===== src/rtl/grid_walk_serial_stepper_pkg.sv =====
// Shared encodings for the grid_walk walker: move directions, stepper FSM states,
// and the default coordinate width.
package grid_walk_pkg;

  localparam int DEF_WIDTH = 8;

  localparam logic [1:0] DIR_PX = 2'b00;
  localparam logic [1:0] DIR_MX = 2'b01;
  localparam logic [1:0] DIR_PY = 2'b10;
  localparam logic [1:0] DIR_MY = 2'b11;

  typedef enum logic [1:0] {
    ST_IDLE   = 2'd0,
    ST_SHIFT  = 2'd1,
    ST_COMMIT = 2'd2
  } state_t;

endpackage


===== src/rtl/grid_walk_serial_stepper_if.sv =====
// Move-command channel: the command source is the master, the stepper is the slave.
interface grid_walk_serial_stepper_if
  import grid_walk_pkg::*;
#(
  parameter int WIDTH = DEF_WIDTH
) ();

  logic             cmd_valid;
  logic             cmd_ready;
  logic [1:0]       cmd_dir;
  logic [WIDTH-1:0] cmd_step;

  modport master (output cmd_valid, output cmd_dir, output cmd_step, input cmd_ready);
  modport slave  (input cmd_valid, input cmd_dir, input cmd_step, output cmd_ready);

endinterface


===== src/rtl/grid_walk_serial_stepper_slice.sv =====
// One-bit add/subtract cell with its carry flop; the carry is preloaded with
// adsub so that subtraction becomes a + ~b + 1.
module serial_addsub_slice (
  input  logic clk,
  input  logic rst_n,
  input  logic a_i,
  input  logic b_i,
  input  logic adsub_i,
  input  logic load_i,
  input  logic en_i,
  output logic sum_o,
  output logic carry_o
);

  logic carry_q;
  logic bx;
  logic cout_d;

  assign bx      = b_i ^ adsub_i;
  assign sum_o   = a_i ^ bx ^ carry_q;
  assign cout_d  = (a_i & bx) | (bx & carry_q) | (a_i & carry_q);
  assign carry_o = carry_q;

  always_ff @(posedge clk or negedge rst_n) begin
    if (!rst_n) begin
      carry_q <= 1'b0;
    end else if (load_i) begin
      carry_q <= adsub_i;
    end else if (en_i) begin
      carry_q <= cout_d;
    end
  end

endmodule


===== src/rtl/grid_walk_serial_stepper.sv =====
// Walker position controller: applies one move per WIDTH+2 cycles using a
// bit-serial adder, rejecting moves that would leave the grid.
module grid_walk_serial_stepper
  import grid_walk_pkg::*;
#(
  parameter int WIDTH   = DEF_WIDTH,
  parameter int START_X = 0,
  parameter int START_Y = 0,
  parameter int CNT_W   = 16
) (
  input  logic                       clk,
  input  logic                       rst_n,
  grid_walk_serial_stepper_if.slave  cmd,
  output logic [WIDTH-1:0]           pos_x,
  output logic [WIDTH-1:0]           pos_y,
  output logic                       done,
  output logic                       oob,
  output logic [CNT_W-1:0]           move_count
);

  localparam int BW = (WIDTH > 1) ? $clog2(WIDTH) : 1;

  state_t           state_q;
  logic [WIDTH-1:0] opa_q;
  logic [WIDTH-1:0] opb_q;
  logic [WIDTH-1:0] res_q;
  logic             adsub_q;
  logic             axis_y_q;
  logic [BW-1:0]    bitcnt_q;
  logic [WIDTH-1:0] pos_x_q;
  logic [WIDTH-1:0] pos_y_q;
  logic             done_q;
  logic             oob_q;
  logic [CNT_W-1:0] cnt_q;

  logic accept;
  logic slice_adsub;
  logic sum;
  logic carry;

  assign accept      = (state_q == ST_IDLE) && cmd.cmd_valid;
  // The carry flop loads straight from the command on the accept edge.
  assign slice_adsub = (state_q == ST_IDLE) ? cmd.cmd_dir[0] : adsub_q;

  serial_addsub_slice u_slice (
    .clk     (clk),
    .rst_n   (rst_n),
    .a_i     (opa_q[0]),
    .b_i     (opb_q[0]),
    .adsub_i (slice_adsub),
    .load_i  (accept),
    .en_i    (state_q == ST_SHIFT),
    .sum_o   (sum),
    .carry_o (carry)
  );

  always_ff @(posedge clk or negedge rst_n) begin
    if (!rst_n) begin
      state_q  <= ST_IDLE;
      opa_q    <= '0;
      opb_q    <= '0;
      res_q    <= '0;
      adsub_q  <= 1'b0;
      axis_y_q <= 1'b0;
      bitcnt_q <= '0;
      pos_x_q  <= WIDTH'(START_X);
      pos_y_q  <= WIDTH'(START_Y);
      done_q   <= 1'b0;
      oob_q    <= 1'b0;
      cnt_q    <= '0;
    end else begin
      done_q <= 1'b0;
      oob_q  <= 1'b0;
      case (state_q)
        ST_IDLE: begin
          if (cmd.cmd_valid) begin
            opa_q    <= cmd.cmd_dir[1] ? pos_y_q : pos_x_q;
            opb_q    <= cmd.cmd_step;
            adsub_q  <= cmd.cmd_dir[0];
            axis_y_q <= cmd.cmd_dir[1];
            bitcnt_q <= '0;
            state_q  <= ST_SHIFT;
          end
        end
        ST_SHIFT: begin
          res_q    <= {sum, res_q[WIDTH-1:1]};
          opa_q    <= {1'b0, opa_q[WIDTH-1:1]};
          opb_q    <= {1'b0, opb_q[WIDTH-1:1]};
          bitcnt_q <= bitcnt_q + 1'b1;
          if (bitcnt_q == BW'(WIDTH - 1)) begin
            state_q <= ST_COMMIT;
          end
        end
        ST_COMMIT: begin
          // Add overflows with carry=1; subtract underflows with no carry out.
          if (carry != adsub_q) begin
            oob_q <= 1'b1;
          end else begin
            if (axis_y_q) pos_y_q <= res_q;
            else          pos_x_q <= res_q;
            cnt_q <= cnt_q + 1'b1;
          end
          done_q  <= 1'b1;
          state_q <= ST_IDLE;
        end
        default: state_q <= ST_IDLE;
      endcase
    end
  end

  assign cmd.cmd_ready = (state_q == ST_IDLE);
  assign pos_x         = pos_x_q;
  assign pos_y         = pos_y_q;
  assign done          = done_q;
  assign oob           = oob_q;
  assign move_count    = cnt_q;

endmodule

===== src/flat_wrapper.sv =====
// flat-port wrapper written by rule: the top's interface ports become plain ports
module grid_walk_serial_stepper_flat import grid_walk_pkg::*;
#(
  parameter int WIDTH   = DEF_WIDTH,
  parameter int START_X = 0,
  parameter int START_Y = 0,
  parameter int CNT_W   = 16
)
  (clk, rst_n, pos_x, pos_y, done, oob, move_count, cmd_cmd_valid, cmd_cmd_dir, cmd_cmd_step, cmd_cmd_ready);
  grid_walk_serial_stepper_if #(.WIDTH(WIDTH)) cmd_i ();
  input  logic clk;
  input  logic rst_n;
  output logic [WIDTH-1:0] pos_x;
  output logic [WIDTH-1:0] pos_y;
  output logic done;
  output logic oob;
  output logic [CNT_W-1:0] move_count;
  input wire logic [$bits(cmd_i.cmd_valid)-1:0] cmd_cmd_valid;
  input wire logic [$bits(cmd_i.cmd_dir)-1:0] cmd_cmd_dir;
  input wire logic [$bits(cmd_i.cmd_step)-1:0] cmd_cmd_step;
  output wire logic [$bits(cmd_i.cmd_ready)-1:0] cmd_cmd_ready;
  assign cmd_i.cmd_valid = cmd_cmd_valid;
  assign cmd_i.cmd_dir = cmd_cmd_dir;
  assign cmd_i.cmd_step = cmd_cmd_step;
  assign cmd_cmd_ready = cmd_i.cmd_ready;
  grid_walk_serial_stepper #(.WIDTH(WIDTH), .START_X(START_X), .START_Y(START_Y), .CNT_W(CNT_W)) u_core (.clk(clk), .rst_n(rst_n), .cmd(cmd_i), .pos_x(pos_x), .pos_y(pos_y), .done(done), .oob(oob), .move_count(move_count));
endmodule

===== config.mk =====
export PLATFORM = sky130hd
export DESIGN_NAME = grid_walk_serial_stepper_flat
export DESIGN_NICKNAME = d
export VERILOG_FILES = /design/src/rtl/grid_walk_serial_stepper_pkg.sv /design/src/rtl/grid_walk_serial_stepper_if.sv /design/src/rtl/grid_walk_serial_stepper_slice.sv /design/src/rtl/grid_walk_serial_stepper.sv /design/src/flat_wrapper.sv
export SDC_FILE = /design/constraint.sdc
export NUM_CORES = 1
export LEC_CHECK = 0
export BUFFER_PORTS_ARGS = -buffer_cell sky130_fd_sc_hd__buf_2
export CORE_ASPECT_RATIO = 0.9
export CORE_MARGIN = 10
export CORE_UTILIZATION = 55
export CTS_CLUSTER_SIZE = 16
export DETAILED_ROUTE_END_ITERATION = 10
export PLACE_DENSITY = 0.78
export SYNTH_ARGS = -nofsm -noshare
export SYNTH_HDL_FRONTEND = slang
export SYNTH_HIERARCHICAL = 1
export SYNTH_SLANG_ARGS = --single-unit
export TNS_END_PERCENT = 10

===== constraint.sdc =====
create_clock -name clk -period 2 [get_ports clk]
set_clock_uncertainty 0.05 [all_clocks]
set_input_delay 0 -clock clk [delete_from_list [all_inputs] [get_ports clk]]
set_output_delay 0 -clock clk [all_outputs]
set_load 0.03 [all_outputs]

Yosys cells after proc, flatten, opt, wreduce, memory -nomap -nowiden
Index checks and enable logic that the tools add are counted.
{"block": "totals", "register_bits": 66, "latch_bits": 0, "in_bits": 13, "romBits": 0, "ramBits": 0, "output_inout_bits": 35, "word_cells": 57, "n_memories": 0}
{"block": "op_classes", "multipliers": 0, "n_bitwise": 10, "n_eq_ne": 6, "n_shift": 0, "reduce_logical": 10, "div": 0, "n_lt_le_gt_ge": 0, "addsub": 2, "mux": 16}
{"operator": "$pmux W8 S2", "count": 2}
{"operator": "$mux W8", "count": 3}
{"operator": "$add A16 B1 Y16 const B", "count": 1}
{"operator": "$reduce_and A2 Y1", "count": 4}
{"operator": "$mux W1", "count": 6}
{"operator": "$pmux W3 S2", "count": 1}
{"operator": "$reduce_and A3 Y1", "count": 2}
{"operator": "$mux W2", "count": 2}
{"operator": "$pmux W2 S2", "count": 1}
{"operator": "$reduce_bool A2 Y1", "count": 2}
{"operator": "$add A3 B1 Y3 const B", "count": 1}
{"operator": "$and A1 B1 Y1", "count": 3}
{"operator": "$eq A3 B3 Y1 const B", "count": 1}
{"operator": "$mux W3", "count": 1}
{"operator": "$xor A1 B1 Y1", "count": 3}
{"operator": "$eq A2 B1 Y1 const B", "count": 1}
{"operator": "$eq A2 B2 Y1 const B", "count": 1}
{"operator": "$logic_not A2 Y1", "count": 1}
{"operator": "$ne A2 B1 Y1 const B", "count": 1}
{"operator": "$ne A2 B2 Y1 const B", "count": 1}
{"operator": "$not A1 Y1", "count": 2}
{"operator": "$or A1 B1 Y1", "count": 2}
{"operator": "$logic_and A1 B1 Y1", "count": 1}
{"operator": "$ne A1 B1 Y1", "count": 1}

Logic depth before layout (Yosys ltp)
Gate-level depths: netlist of the first run.
{"block": "logic_depth", "depth_word": 8, "depth_mapped": 7, "depth_no_buf": 7}

Cells and area by module
Netlist of the first run, hierarchy kept.
{"mod": "grid_walk_serial_stepper", "cells_per_inst": 249, "n_inst": 1, "area_per_inst_um2": 2787.7, "seq_area_each_um2": 1626.6}
{"mod": "serial_addsub_slice", "cells_per_inst": 10, "n_inst": 1, "area_per_inst_um2": 92.6, "seq_area_each_um2": 25.0}

Worst setup path before layout of the first run
No wires, ideal clock.
{"block": "synth_timing", "path_type": "register to register", "from": "register u_core.state_q[0]", "to": "register u_core.res_q[7]", "arrival_ns": 2.006, "path_buffers": 0, "path_stages_with_launch": 8, "period_less_slack_ns": 2.173, "setup_time_ns": 0.117, "required_ns": 1.833, "setup_slack_ns": -0.173, "path_cell_list": "dfrtp_1 -> nor2_1 -> mux2_2 -> xnor2_1 -> fa_1 -> inv_1 -> nand2_1 -> nand2_1"}
{"block": "synth_via", "elab_chain_cells": 5, "elab_cells_between_ends": 6, "cone_classes": "eq/ne (1); mux (1); bitwise (3); reduce/logical (1)"}
{"element": "from (decl)", "line_no": "grid_walk_serial_stepper.sv:23", "text": "state_t state_q;"}
{"element": "from (signal assigned)", "line_no": "grid_walk_serial_stepper.sv:59", "text": "state_q <= ST_IDLE;"}
{"element": "from (signal assigned)", "line_no": "grid_walk_serial_stepper.sv:82", "text": "state_q <= ST_SHIFT;"}
{"element": "from (signal assigned)", "line_no": "grid_walk_serial_stepper.sv:91", "text": "state_q <= ST_COMMIT;"}
{"element": "$logic_not A2 Y1"}
{"element": "via cmd_cmd_ready", "line_no": "flat_wrapper.sv:21", "text": "output wire logic [$bits(cmd_i.cmd_ready)-1:0] cmd_cmd_ready;"}
{"element": "$mux W1", "line_no": "grid_walk_serial_stepper.sv:43", "text": "assign slice_adsub = (state_q == ST_IDLE) ? cmd.cmd_dir[0] : adsub_q;"}
{"element": "via u_core.slice_adsub", "line_no": "grid_walk_serial_stepper.sv:37", "text": "logic slice_adsub;"}
{"element": "$xor A1 B1 Y1", "line_no": "grid_walk_serial_stepper_slice.sv:19", "text": "assign bx = b_i ^ adsub_i;"}
{"element": "$xor A1 B1 Y1 (2 in a row)", "line_no": "grid_walk_serial_stepper_slice.sv:20", "text": "assign sum_o = a_i ^ bx ^ carry_q;"}
{"element": "via u_core.sum", "line_no": "grid_walk_serial_stepper.sv:38", "text": "logic sum;"}
{"element": "to (signal assigned)", "line_no": "grid_walk_serial_stepper.sv:86", "text": "res_q <= {sum, res_q[WIDTH-1:1]};"}
{"element": "to (decl)", "line_no": "grid_walk_serial_stepper.sv:26", "text": "logic [WIDTH-1:0] res_q;"}
The timed path passes the listed nets, and every way through them passes these cells.
A chain may end at the register's enable or synchronous reset.

Worst setup path after layout of the first run
{"block": "layout_timing", "from": "register u_core.state_q[0]", "to": "register u_core.res_q[7]"}
{"block": "layout_via", "elab_chain_cells": 5, "elab_cells_between_ends": 6, "cone_classes": "eq/ne (1); mux (1); bitwise (3); reduce/logical (1)"}
{"element": "$logic_not A2 Y1", "line_no": "grid_walk_serial_stepper.sv:43"}
{"element": "$mux W1", "line_no": "grid_walk_serial_stepper.sv:43"}
{"element": "via u_core.slice_adsub", "line_no": "grid_walk_serial_stepper.sv:37"}
{"element": "$xor A1 B1 Y1", "line_no": "grid_walk_serial_stepper_slice.sv:19"}
{"element": "$xor A1 B1 Y1 (2 in a row)", "line_no": "grid_walk_serial_stepper_slice.sv:20"}
{"element": "via u_core.sum", "line_no": "grid_walk_serial_stepper.sv:38"}
The timed path passes the listed nets, and every way through them passes these cells.

==> results.toml, run 1 <==
[layout]
area_growth_pct = 22.0
fillCellCount = 381
fin_util_pct = 70.9
nets = 342
multiInputGateArea_sq_mm = 0.00117
drive_gt1_share_pct = 28.5
n_antenna_cell = 0
seqCellArea_sq_mm = 0.00165
post-route-cell-area_sq_mm = 0.00351

[timing]
period_minus_slack_ps = 1830
maxSlewViolCount = 0
fin_crit_sh_pct = 91.7
slew_headroom_pct = 59.2
report.final.setup_viol = 0
fmax_ghz = 0.545
tightest_slew_ps = 613
hold_violations = 0
hold_slack_ps = 149
finalSetupTns_ps = 0
rsz0062_at_grt = "false"

[logic_synthesis]
seq_area_frac_synth_pct = 57.3
yosys-top-cells-count = "66 x dfrtp_1, 60 x nand2_1, 20 x nor2_1"
synth_top_area_share_pct = 57.3
synth_area_sq_mm = 0.00288
yosysMostFrequentCell = "dfrtp_1"
async_reset_ff_share_pct = 100
synth.largest_area_cell = "dfrtp_1"
synth_seq_cells = 66
synth_edf_count = 0
synth.distinct_cells = 31
ys.warnings.count = 6
syn_inst = 259
synth_ff_type = "dfrtp_1"
synthTopCellsByArea = "dfrtp_1 57%, nand2_1 7.8%, mux2_2 6.6%, xnor2_1 3.6%, mux2i_1 2.8%"
synth_fp_nets = 276
synth_area_per_cell_sq_um = 11.1

[routing]
wl_mm = 6.07
vias = 2107
firstDrtPassIters = 4
routedWlPerCell_um = 15.4
vias_per_cell = 5.33
route.detailed.drc = 0
drtIter0Drc = 140
ant_nets = 0

[hold_path]
hp-class = "in2async"

[floorplanning]
die_w_um = 96.3
initial_utilization_pct = 58.1
num_io_pins = 48
core-area_sq_mm = 0.00495
die_h_um = 88.7
num_rows = 24
dieArea_sq_mm = 0.00854

[clock_network]
cts_root_buffer = "clkbuf_8"
clkLatencyLatePin_ps = 340
cts_sinks = 66
post_cts_buffers = 0
cts_resized = 0
cts_buffers = 9
htreeDepth = 3
path_clk_slew_ps = 70
cts.path.max_buffers = 2
postCtsHoldBufs = 11
cts_tree = "built"

[grt]
busiest_layer = "met2"
grt-ovfl-total = 0
antenna_found_initial = 0
grt_use_met2_pct = 22.5
grt_pass1_vias = 2075
grt.met1_usage_pct = 19.8
gr-usage-met3_pct = 6.35
grt_max_degree = 42
grt_util_all_layers_pct = 15.4
grt_pass1_wl_mm = 10.1

[power]
ir_worst_vdd_mv = 0.759
p_leak_nw = 1.82
power.total_mw = 4.95
power_density_mw_per_mm2 = 1410

[worst_setup_path]
cp.arrival_ps = 2020
endpoint_kind = "register"
cp-start-kind = "register"
crit_fanout = 4
worst_ep_required_time_ps = 2190
reg2reg_slack_ps = 170
critical_path_class = "reg2reg"

[place]
hpwl_mm = 4.09
finalWeightedCongestion = 0.796
portBuffers = 47
placed_area_sq_mm = 0.00322

[run_status]
status = "finished clean"

[run]
drv_cap = 0
-- worst max-delay path, stage by stage, from the launching register on --
cell and delay (ps):
dfrtp_1 420, nor2_4 130, mux2_2 350, xnor2_1 140, fa_1 490, inv_1 40, nand2_1 50, nand2_1 50
-- cell type report --
cell class,instances,share of cell area [%]
flip-flops and latches,66,47.0
inverters,6,0.641
repair buffers,64,11.5
multi-input cells,178,33.3
well taps,65,2.31
clock inverters,6,1.64
clock buffers,10,3.63
-- worst paths after layout --
check,cells after the start,end,startpoint
setup / recovery,7,u_core/res_q[7],u_core/state_q[0]
hold / removal,2,u_core/oob,rst_n
setup reg to reg,7,u_core/res_q[7],u_core/state_q[0]
hold reg to reg,1,u_core/move_count[15],u_core/move_count[15]
max in group asynchronous,3,u_core/move_count[15],rst_n
min in group clk,4,u_core/axis_y_q,cmd_cmd_valid
-- placed cells by master (no fill, tap or decap), drive strengths merged, types with 4 or more instances in the layout --
cell	instances
xnor2	13
inv	6
mux2i	8
mux2	17
nand3	8
clkinv	4
dlygate4sd3	11
nand4	4
dfrtp	66
clkbuf	10
nand2	62
buf	53
nor2	22
o21ai	6
a31oi	7
xor2	5
a221o	7
-- flip-flops by register name, summed over array words and instances, names as in the netlist --
| register | count |
|---|---|
| u_core/oob | 1 |
| u_core/res_q | 8 |
| u_core/axis_y_q | 1 |
| u_core/state_q | 2 |
| u_core/opa_q | 8 |
| u_core/pos_x | 8 |
| u_core/u_slice/carry_o | 1 |
| u_core/bitcnt_q | 3 |
| u_core/move_count | 16 |
| u_core/done | 1 |
| u_core/pos_y | 8 |
| u_core/adsub_q | 1 |
| u_core/opb_q | 8 |
-- layer usage --
layer	up-vias	wire length, um
li1	1011	-
met1	1026	2720
met2	60	2740
met3	10	519
met4	0	84
met5	-	0
-- cells by family after synthesis --
logic type      Yosys count  share of synthesized area, %
compound gates           21                          5.30
flops                    66                          57.3
simple gates            110                          17.9
fa+ha+maj                 4                          2.00
mux                      25                          9.43
xor+xnor                 18                          5.73
buf+inv                  15                          2.26
-- where the power goes --
| group | switching [mW] | internal (mW) |
|---|---|---|
| sequential | 0.359 | 1.77 |
| clock | 0.494 | 0.566 |
| combinational | 1.07 | 0.693 |
-- metrics by stage --
stage / setup slack (ps) / instances
3_3_place_gp: 223 / 368
5_1_grt: 90.4 / 395
2_1_floorplan: 100 / 259
4_1_cts: 178 / 395
6_report: 167 / 395
3_5_place_dp: 190 / 368
(Power assumes the default switching activity.)
==> inputs of run 2 (changes only) <==
Settings changed: CORE_ASPECT_RATIO 0.9 to 0.5, MAX_ROUTING_LAYER set to met4.
==> run 2 against run 1 <==
Against the previous run:
- design area up 1.2%
- clock power up 15%
- routed wire length down 2.1%
- register-to-register slack about the same
- final cell count up 1.3%
- critical endpoint unchanged
- sequential share of layout area down 0.55 points
- utilization up 0.19 points
==> results.toml, run 2 (synthesized netlist as in run 1, its figures left out) <==
[run_status]
status = "finished clean"

[timing]
slew_headroom_pct = 62.9
fmax_ghz = 0.548
finalWorstSetupSlack_ps = 174
report.final.setup_viol = 0
fin_crit_sh_pct = 91.3
rsz0062_at_grt = "false"
maxSlewViolCount = 0
hold_violations = 0
finalSetupTns_ps = 0
tightest_slew_ps = 555
period_minus_slack_ps = 1830

[routing]
wl_mm = 5.94
drtIter0Drc = 117
vias = 2085
routedWlPerCell_um = 14.8
ant_nets = 0
firstDrtPassIters = 4
vias_per_cell = 5.21
route.detailed.drc = 0

[clock_network]
postCtsHoldBufs = 11
cts_resized = 0
cts_sinks = 66
clkLatencyLatePin_ps = 340
htreeDepth = 3
path_clk_slew_ps = 70
cts_tree = "built"
cts_buffers = 9
post_cts_buffers = 0
cts_root_buffer = "clkbuf_8"
cts.path.max_buffers = 2

[floorplanning]
num_io_pins = 48
dieArea_sq_mm = 0.00871
die_w_um = 122
core-area_sq_mm = 0.00500
initial_utilization_pct = 57.6
num_rows = 18
die_h_um = 71.2

[grt]
antenna_found_initial = 0
grt_max_degree = 67
grt_pass1_vias = 1985
grt-ovfl-total = 0
grt_pass1_wl_mm = 9.63
grt_util_all_layers_pct = 14.3

[layout]
multiInputGateArea_sq_mm = 0.00117
n_antenna_cell = 0
largest_reg_flops = 16
seqCellArea_sq_mm = 0.00165
post-route-cell-area_sq_mm = 0.00356
area_growth_pct = 23.5
fillCellCount = 375
layout_common_cells = "66 x dfrtp_1, 60 x nand2_1, 47 x buf_2"
nets = 342
final_common_cell = "dfrtp_1"
drive_gt1_share_pct = 28.2
finalNonFillerCells = 400

[worst_setup_path]
cp.arrival_ps = 2000
r2r_cells = 7
crit_fanout = 4
endpoint_kind = "register"
cp-start-kind = "register"
critical_path_class = "reg2reg"
worst_ep_required_time_ps = 2180

[run]
drv_cap = 0

[power]
p_leak_nw = 1.83
swShare_pct = 37.4
power_density_mw_per_mm2 = 1430
ir_worst_vdd_mv = 0.715
switchingPower_mw = 1.90
pwr-share-seq_pct = 41.6
intPower_mw = 3.19
p_comb_share_pct = 34.5
pwr-share-clk_pct = 23.9

[hold_path]
hp-class = "in2reg"
holdPathStages = 3

[place]
dp.cells = 373
portBuffers = 47
dp_slack_ps = 185
hpwl_mm = 4.08
finalWeightedCongestion = 0.835
placed_area_sq_mm = 0.00323
[run 2: cell count changes in the layout (fill, tap and decap cells not counted), sizes merged]
cell | before | now
bufinv | 1 | 2
clkbuf | 10 | 12
clkinv | 4 | 0
clkinvlp | 1 | 2
[run 2: worst max-delay path, stage by stage (launching register included)]
cell and delay [ps]:
dfrtp_1 420, nor2_4 140, mux2_2 350, xnor2_1 140
fa_1 480, inv_1 40, nand2_1 50, nand2_1 40
[run 2: through the flow]
| step | power, mW | hold slack, ps | util (%) |
|---|---|---|---|
| 3_3_place_gp | 3.79 | -15.1 | 64.5 |
| 5_1_grt | 5.43 | 134 | 71.1 |
| 6_report | 5.10 | 111 | 71.1 |
| 4_1_cts | 5.14 | 99.4 | 71.1 |
| 3_5_place_dp | 3.89 | -11.9 | 64.5 |
| 2_1_floorplan | 3.35 | -346 | - |
[run 2: cell type report]
type,instances,area share [%]
Sequential cell,66,46.4
Multi-Input combinational cell,178,32.9
Timing Repair Buffer,64,11.3
Clock buffer,12,4.08
Tap cell,70,2.46
Clock inverter,4,2.11
Inverter,6,0.633
[run 2: path summary, 6_finish.rpt]
path                                             from                    end  slack [ps]
worst max-delay path                u_core/state_q[0]        u_core/res_q[7]         170
worst min-delay path                    cmd_cmd_valid      u_core/state_q[0]         110
worst max register to register      u_core/state_q[0]        u_core/res_q[7]         170
worst min register to register  u_core/move_count[15]  u_core/move_count[15]         430
max in group asynchronous                       rst_n        u_core/pos_x[1]        1460
min in group asynchronous                       rst_n        u_core/opa_q[7]         150
[run 2: routing by layer]
metal	wire length [um]	track usage, %	up-vias
met3	379	5.54	4
met1	2650	16.3	1011
li1	-	-	1016
met4	36	5.45	0
met2	2870	22.6	54
met5	0	-	-
[run 2: power by group through the flow]
stage / clock network (mW) / logic [mW] / registers [mW]
floorplan: 0 / 1.03 / 2.33
global placement: 0 / 1.69 / 2.11
detailed placement: 0 / 1.75 / 2.14
CTS: 1.25 / 1.77 / 2.11
global route: 1.31 / 1.95 / 2.18
finish: 1.22 / 1.76 / 2.12
